[config.mk]
export PLATFORM = sky130hd
export DESIGN_NAME = flag_unit
export DESIGN_NICKNAME = d
export VERILOG_FILES = /design/src/rtl/cpu_pkg.sv /design/src/rtl/flag_mask_dec.sv /design/src/rtl/flag_unit.sv
export SDC_FILE = /design/constraint.sdc
export NUM_CORES = 1
export LEC_CHECK = 0
export ABC_AREA = 1
export CORE_AREA = 3 3 40 42
export DETAILED_ROUTE_END_ITERATION = 10
export DIE_AREA = 0 0 43 45
export PLACE_DENSITY = 0.71
export SLEW_MARGIN = 5
export SYNTH_ARGS = -nofsm -noshare
export SYNTH_HDL_FRONTEND = slang
export SYNTH_SLANG_ARGS = --single-unit
[constraint.sdc]
create_clock -name clk -period 0.8 [get_ports clk]
set_input_delay 0.12 -clock clk [delete_from_list [all_inputs] [get_ports clk]]
set_output_delay 0.12 -clock clk [all_outputs]
set_load 0.05 [all_outputs]
[src/rtl/cpu_pkg.sv]
// cpu_pkg: definitions shared by the flag producer, pc_control and the hazard unit.
//   opcode_e      4-bit ALU/control opcode encoding
//   cond_e        3-bit branch condition code, consumed by pc_control
//   flags_t       {N,O,Z} flag vector, bit positions given by FLAG_N/FLAG_O/FLAG_Z
//   opcode_mask() which flags an opcode is allowed to update
package cpu_pkg;

  typedef enum logic [3:0] {
    OpAdd    = 4'h0,
    OpSub    = 4'h1,
    OpXor    = 4'h2,
    OpRed    = 4'h3,
    OpSll    = 4'h4,
    OpSra    = 4'h5,
    OpRor    = 4'h6,
    OpPaddsb = 4'h7,
    OpLw     = 4'h8,
    OpSw     = 4'h9,
    OpLlb    = 4'hA,
    OpLhb    = 4'hB,
    OpB      = 4'hC,
    OpBr     = 4'hD,
    OpPcs    = 4'hE,
    OpHlt    = 4'hF
  } opcode_e;

  typedef enum logic [2:0] {
    CondBne = 3'd0,
    CondBeq = 3'd1,
    CondBgt = 3'd2,
    CondBlt = 3'd3,
    CondBge = 3'd4,
    CondBle = 3'd5,
    CondBov = 3'd6,
    CondUcd = 3'd7
  } cond_e;

  localparam int unsigned FlagW  = 3;
  localparam int unsigned FLAG_N = 2;
  localparam int unsigned FLAG_O = 1;
  localparam int unsigned FLAG_Z = 0;

  typedef logic [FlagW-1:0] flags_t;

  localparam flags_t MaskAll  = 3'b111;
  localparam flags_t MaskZ    = 3'b001;
  localparam flags_t MaskNone = 3'b000;

  // Arithmetic ops own all three flags; logical/shift ops only define Z.
  // Everything else, including unknown encodings, leaves the flags alone.
  function automatic flags_t opcode_mask(logic [3:0] op);
    flags_t m;
    m = MaskNone;
    case (op)
      OpAdd, OpSub:               m = MaskAll;
      OpXor, OpSll, OpSra, OpRor: m = MaskZ;
      default:                    m = MaskNone;
    endcase
    return m;
  endfunction

endpackage

[src/rtl/flag_mask_dec.sv]
// flag_mask_dec: opcode -> flag update mask, purely combinational.
// Also instantiated by the hazard unit, so it carries no state.
//   opcode_i  [OPW-1:0]  opcode of the instruction being decoded
//   mask_o    [2:0]      per-flag write enable, bit order {N,O,Z}
module flag_mask_dec
  import cpu_pkg::*;
#(
  parameter int unsigned OPW = 4
) (
  input  logic [OPW-1:0] opcode_i,
  output flags_t         mask_o
);

  // The opcode map is 4 bits wide; wider buses are truncated to it.
  logic [3:0] op;
  assign op = 4'(opcode_i);

  always_comb begin
    mask_o = MaskNone;
    mask_o = opcode_mask(op);
  end

endmodule

[src/rtl/flag_unit.sv]
// flag_unit: producer of the {N,O,Z} flag bus read by pc_control.
// Derives candidate flags from the EX-stage ALU result, masks them by opcode,
// holds the architectural flag register and presents the flags seen by a
// branch sitting in ID.
//
// Build option FLAG_FWD_EN:
//   defined   - flags being written by the live EX instruction are forwarded to f,
//               flag_hazard is tied low.
//   undefined - f is the registered value; flag_hazard asks the hazard unit to hold
//               a branch in ID for one cycle while an EX flag write is in flight.
//   Both builds produce the same f_reg sequence.
//
// Ports:
//   clk          system clock, rising edge
//   rst          synchronous active-high reset
//   ex_valid     EX holds a live instruction
//   ex_opcode    EX opcode
//   ex_result    EX ALU result
//   ex_ovf       signed overflow from the ALU adder
//   stall        pipeline freeze, EX does not retire
//   flush        squash the EX instruction
//   id_branch    ID holds a conditional branch
//   f            flags to pc_control {N,O,Z}
//   f_reg        architectural flag register {N,O,Z}
//   flag_hazard  stall request for the branch in ID
module flag_unit
  import cpu_pkg::*;
#(
  parameter int unsigned DW  = 16,
  parameter int unsigned OPW = 4
) (
  input  logic           clk,
  input  logic           rst,
  input  logic           ex_valid,
  input  logic [OPW-1:0] ex_opcode,
  input  logic [DW-1:0]  ex_result,
  input  logic           ex_ovf,
  input  logic           stall,
  input  logic           flush,
  input  logic           id_branch,
  output logic [2:0]     f,
  output logic [2:0]     f_reg,
  output logic           flag_hazard
);

  flags_t mask;
  flags_t cand;
  flags_t merged;
  flags_t f_reg_q;
  flags_t f_reg_d;
  logic   wr;
  logic   ex_writes;

  flag_mask_dec #(
    .OPW (OPW)
  ) u_mask_dec (
    .opcode_i (ex_opcode),
    .mask_o   (mask)
  );

  always_comb begin
    cand         = '0;
    cand[FLAG_Z] = (ex_result == '0);
    cand[FLAG_N] = ex_result[DW-1];
    cand[FLAG_O] = ex_ovf;
  end

  // Unmasked bits keep their previous value, so a Z-only writer after an
  // arithmetic op leaves that op's N and O in place.
  assign merged = (f_reg_q & ~mask) | (cand & mask);

  // A live, unsquashed instruction that touches at least one flag. Stall is
  // deliberately absent: a stalled EX is still going to write, just later.
  assign ex_writes = ex_valid & ~flush & (mask != MaskNone);

  assign wr = ex_valid & ~stall & ~flush & ~rst;

  always_comb begin
    f_reg_d = f_reg_q;
    if (wr) begin
      f_reg_d = merged;
    end
  end

  always_ff @(posedge clk) begin
    if (rst) begin
      f_reg_q <= '0;
    end else begin
      f_reg_q <= f_reg_d;
    end
  end

  assign f_reg = f_reg_q;

`ifdef FLAG_FWD_EN
  // EX content is stable under stall, so forwarding stays correct while frozen.
  logic unused_id_branch;
  assign unused_id_branch = id_branch;

  always_comb begin
    f           = '0;
    flag_hazard = 1'b0;
    if (!rst) begin
      f = ex_writes ? merged : f_reg_q;
    end
  end
`else
  always_comb begin
    f           = '0;
    flag_hazard = 1'b0;
    if (!rst) begin
      f           = f_reg_q;
      flag_hazard = id_branch & ex_writes;
    end
  end
`endif

endmodule
## Word-level counts from Yosys, hierarchy flattened

Cells that the tools add are included.

| word-level totals | value |
|---|---|
| output and inout bits | 7 |
| word-level logic and storage cells | 27 |
| flip-flop bits (word level) | 3 |
| input port bits | 27 |

| cells by class | value |
|---|---|
| bitwise logic cells | 13 |
| equality and inequality tests | 5 |
| multiplexer cells | 3 |
| reductions and logical operators | 5 |

Operator list:

| operator | number |
|---|---|
| $logic_not 16->1 | 1 |
| $eq 4x3->1 const B | 3 |
| $and 1x1->1 | 6 |
| $and 3x3->3 | 2 |
| $pmux 3 s2 | 1 |
| $eq 4x1->1 const B | 1 |
| $eq 4x2->1 const B | 1 |
| $logic_not 4->1 | 1 |
| $reduce_or 4->1 | 1 |
| $mux 3 | 1 |
| $not 1->1 | 3 |
| $not 3->3 | 1 |
| $or 3x3->3 | 1 |
| $reduce_bool 3->1 | 1 |
| $reduce_or 2->1 | 1 |
| $mux 1 | 1 |

## Logic depth before layout (Yosys ltp)

| depth | value |
|---|---|
| word-level depth | 7 |
| mapped depth | 7 |
| mapped depth without buffers | 7 |

## By module

Synthesis repeated with hierarchy kept, for this count alone.

| second synthesis, totals | value |
|---|---|
| cell total of the unflattened synthesis | 50 |
| area, all modules | 291.5 µm² |

Modules (own cells, without submodules):

| module | cells an instance | area each (µm²) | times used | seq. area each (µm²) |
|---|---|---|---|---|
| flag_unit | 44 | 261.5 | 1 | 60.1 |
| flag_mask_dec | 6 | 30.0 | 1 | 0.0 |

## Worst setup path after synthesis

No wires, ideal clock.

| timing path | value |
|---|---|
| path kind | register -> output |
| start point | register (tool-made name) |
| end point | output f[0] |
| path buffers | 0 |
| stages on the path, launching flop included | 3 |
| required time | 0.680 ns |
| path slack | -0.702 ns |
| arrival | 1.382 ns |
| cells stage by stage | dfxtp_1 -> inv_1 -> nor2_1 |

RTL lines:

| item | line | RTL |
|---|---|---|
| to (decl) | flag_unit.sv:41 | `output logic [2:0] f,` |

==> results by group <==
CTS
  • Clock latency at the later pin of the worst-skew pair: 230 ps
  • CTS H-tree depth: 1
  • Root Buffer: clkbuf_4
  • CTS tree: done
  • CTS Buffer Depth: 2
  • Clk sinks: 3
  • Total CTS buffers: 3
  • Worst-path clk slew: 40 ps

Critical path
  • CP Max Fanout: 2
  • Critical Path RT: 680 ps
  • Slowest stage delay, CP: 340 ps
  • R2R Setup Slk: 100 ps
  • Cell Chain, Critical Path: buf_4 -> buf_12
  • Worst Setup End Kind: primary output
  • Startpoint types: flop
  • Arr. time, crit path: 840 ps
  • CP max stage cell: dfxtp_4
  • WS Path Type: flop to primary output
  • Reg2Reg Depth: 3

Yosys
  • Post-synthesis net count: 73
  • Post-Syn Instances: 46
  • Syn Area/Cell: 5.49 um^2
  • Register area share after synthesis: 0.238
  • Register bit total from synthesis: 3
  • Cell Area, Synth: 253 um^2
  • Cell variety after synth: 13
  • Total of warnings raised by yosys: 0

Finish
  • Final nets: 123
  • Area of the multi-input gates: 231 um^2
  • Reg area: 71.3 um^2
  • Non-Filler Instances: 110
  • Most common cell after layout, fill and taps aside: clkdlybuf4s50_1
  • Most frequent cells in the layout: 17 x clkdlybuf4s50_1, 13 x nor2_1, 8 x buf_4
  • Ant. Diodes: 0
  • Syn-to-layout area delta: 248%
  • Share of layout cells above drive strength 1: 0.526
  • Filler instances: 110

STA
  • Final WS setup: -164 ps
  • Tightest Pin Transition: 234 ps
  • WHS: 262 ps
  • Max-slew violations: 0
  • Fin crit period: 964 ps
  • Slew headroom: 0.843
  • Fmax: 1040 MHz
  • RSZ-0062 raised after global routing: yes
  • Layout Skew: 0 ps
  • Final setup vio count: 8
  • Fin. Hold Viols: 0
  • Period utilization: 1.20

Drt
  • TritonRoute pass-1 iters: 2
  • DR WL/cell: 9.42 um
  • Initial DRC Count: 1
  • Residual DRC: 0
  • Remaining antenna violation count: 0
  • Vias: 451
  • Total routed wirelength: 1040 um
  • DR vias/cell: 4.10

Status
  • Status: finished, violations left
  • Failing checks: negative setup slack

Global route
  • First-pass GRT wire length: 1550 um
  • Grt met3 use: 0.0398
  • Grt met1 use: 0.0986
  • Gr usage total: 0.115
  • Routing usage on met2: 0.216
  • Most used routing layer: met2
  • Grt total ovfl: 0
  • Vias in the first global route: 431
  • Largest net degree at the start of global routing: 5
  • Initial antenna violation count: 0

Floorplanning
  • Io pins: 34
  • Die Y: 45 um
  • Standard-cell rows: 13
  • Core box area: 1280 um^2
  • Starting density of the core: 0.197
  • Die footprint: 1940 um^2
  • Horiz. Die Dim: 43 um

Min path
  • Hold_sp: ex_opcode[3]
  • Hold path depth: 5
  • Hold WC Path Type: input port to flop

Place
  • Port-buffer cells: 33
  • Dpl ws: -458 ps
  • Inst Count DP: 101
  • Placer Congestion: 0.709

Power and ir drop
  • Power Dens Cells: 766 nW/um^2
  • Leak: 0.388 nW
  • Worst-case vdd ir drop: 0.518 mV
  • Total Power: 0.674 mW

Run
  • Max-cap violations: 0
where the power goes:
group	switching, mW	internal [mW]	leakage (nW)
logic	0.0908	0.171	0.346
clock network	0.0797	0.187	0.0150
registers	0.00144	0.143	0.0266
total	0.172	0.502	0.388
logic make-up after synthesis:
kind of cell,synth area share
simple gates,0.559
compound gates,0.0940
flops,0.238
buf+inv,0.109
area by class of cell:
type | count | share of cell area
Clock buffer | 4 | 0.0299
Multi-Input combinational cell | 36 | 0.263
Timing Repair Buffer | 45 | 0.570
Inverter | 7 | 0.0341
Tap cell | 15 | 0.0213
Sequential cell | 3 | 0.0811
what timing repair did:
item                                    CTS  global route
hold buffers                              0             0
gates resized for setup                  25            10
endpoints found under the setup margin   10            10
pin swaps                                13             8
setup buffers                             5             1
worst max-delay path, delay by kind of cell (launching register included):
family                 cells  cell delay, ps
flip-flops                 1             340
buffers and inverters      2             270
routing by layer:
layer / share of wire / wire (um) / vias up
met3: 0.078 / 81 / 4
met1: 0.33 / 347 / 188
met5: 0 / 0 / -
met4: 0.027 / 28 / 0
li1: - / - / 237
met2: 0.56 / 579 / 22
worst max-delay path by stage:
stage	start	end
2_1_floorplan	flop	f[1]
3_3_place_gp	ex_opcode[3]	flag_hazard
3_5_place_dp	ex_opcode[3]	flag_hazard
4_1_cts	flop	f[0]
5_1_grt	flop	f[0]
6_report	flop	f_reg[0]
cell usage after synthesis:
cell type | count | share of area
inv_1 | 3 | 0.045
nor2_1 | 19 | 0.28
nand2_1 | 8 | 0.12
dfxtp_1 | 3 | 0.24
a21oi_2 | 1 | 0.035
nor3_2 | 1 | 0.040
nand2_2 | 2 | 0.049
nand4_1 | 1 | 0.025
o21ai_1 | 2 | 0.040
inv_2 | 3 | 0.045
nor2_4 | 1 | 0.045
a21oi_1 | 1 | 0.020
clkinv_2 | 1 | 0.020
stage by stage:
stage,utilization,setup TNS (ps),instance area [um^2]
6_report,0.685,-1070,880
5_1_grt,0.685,-1390,880
4_1_cts,0.649,-1160,835
3_5_place_dp,0.598,-2630,768
3_3_place_gp,0.598,-2490,768
2_1_floorplan,-,-265,297
No activity file was read; power rests on OpenSTA's default activity.
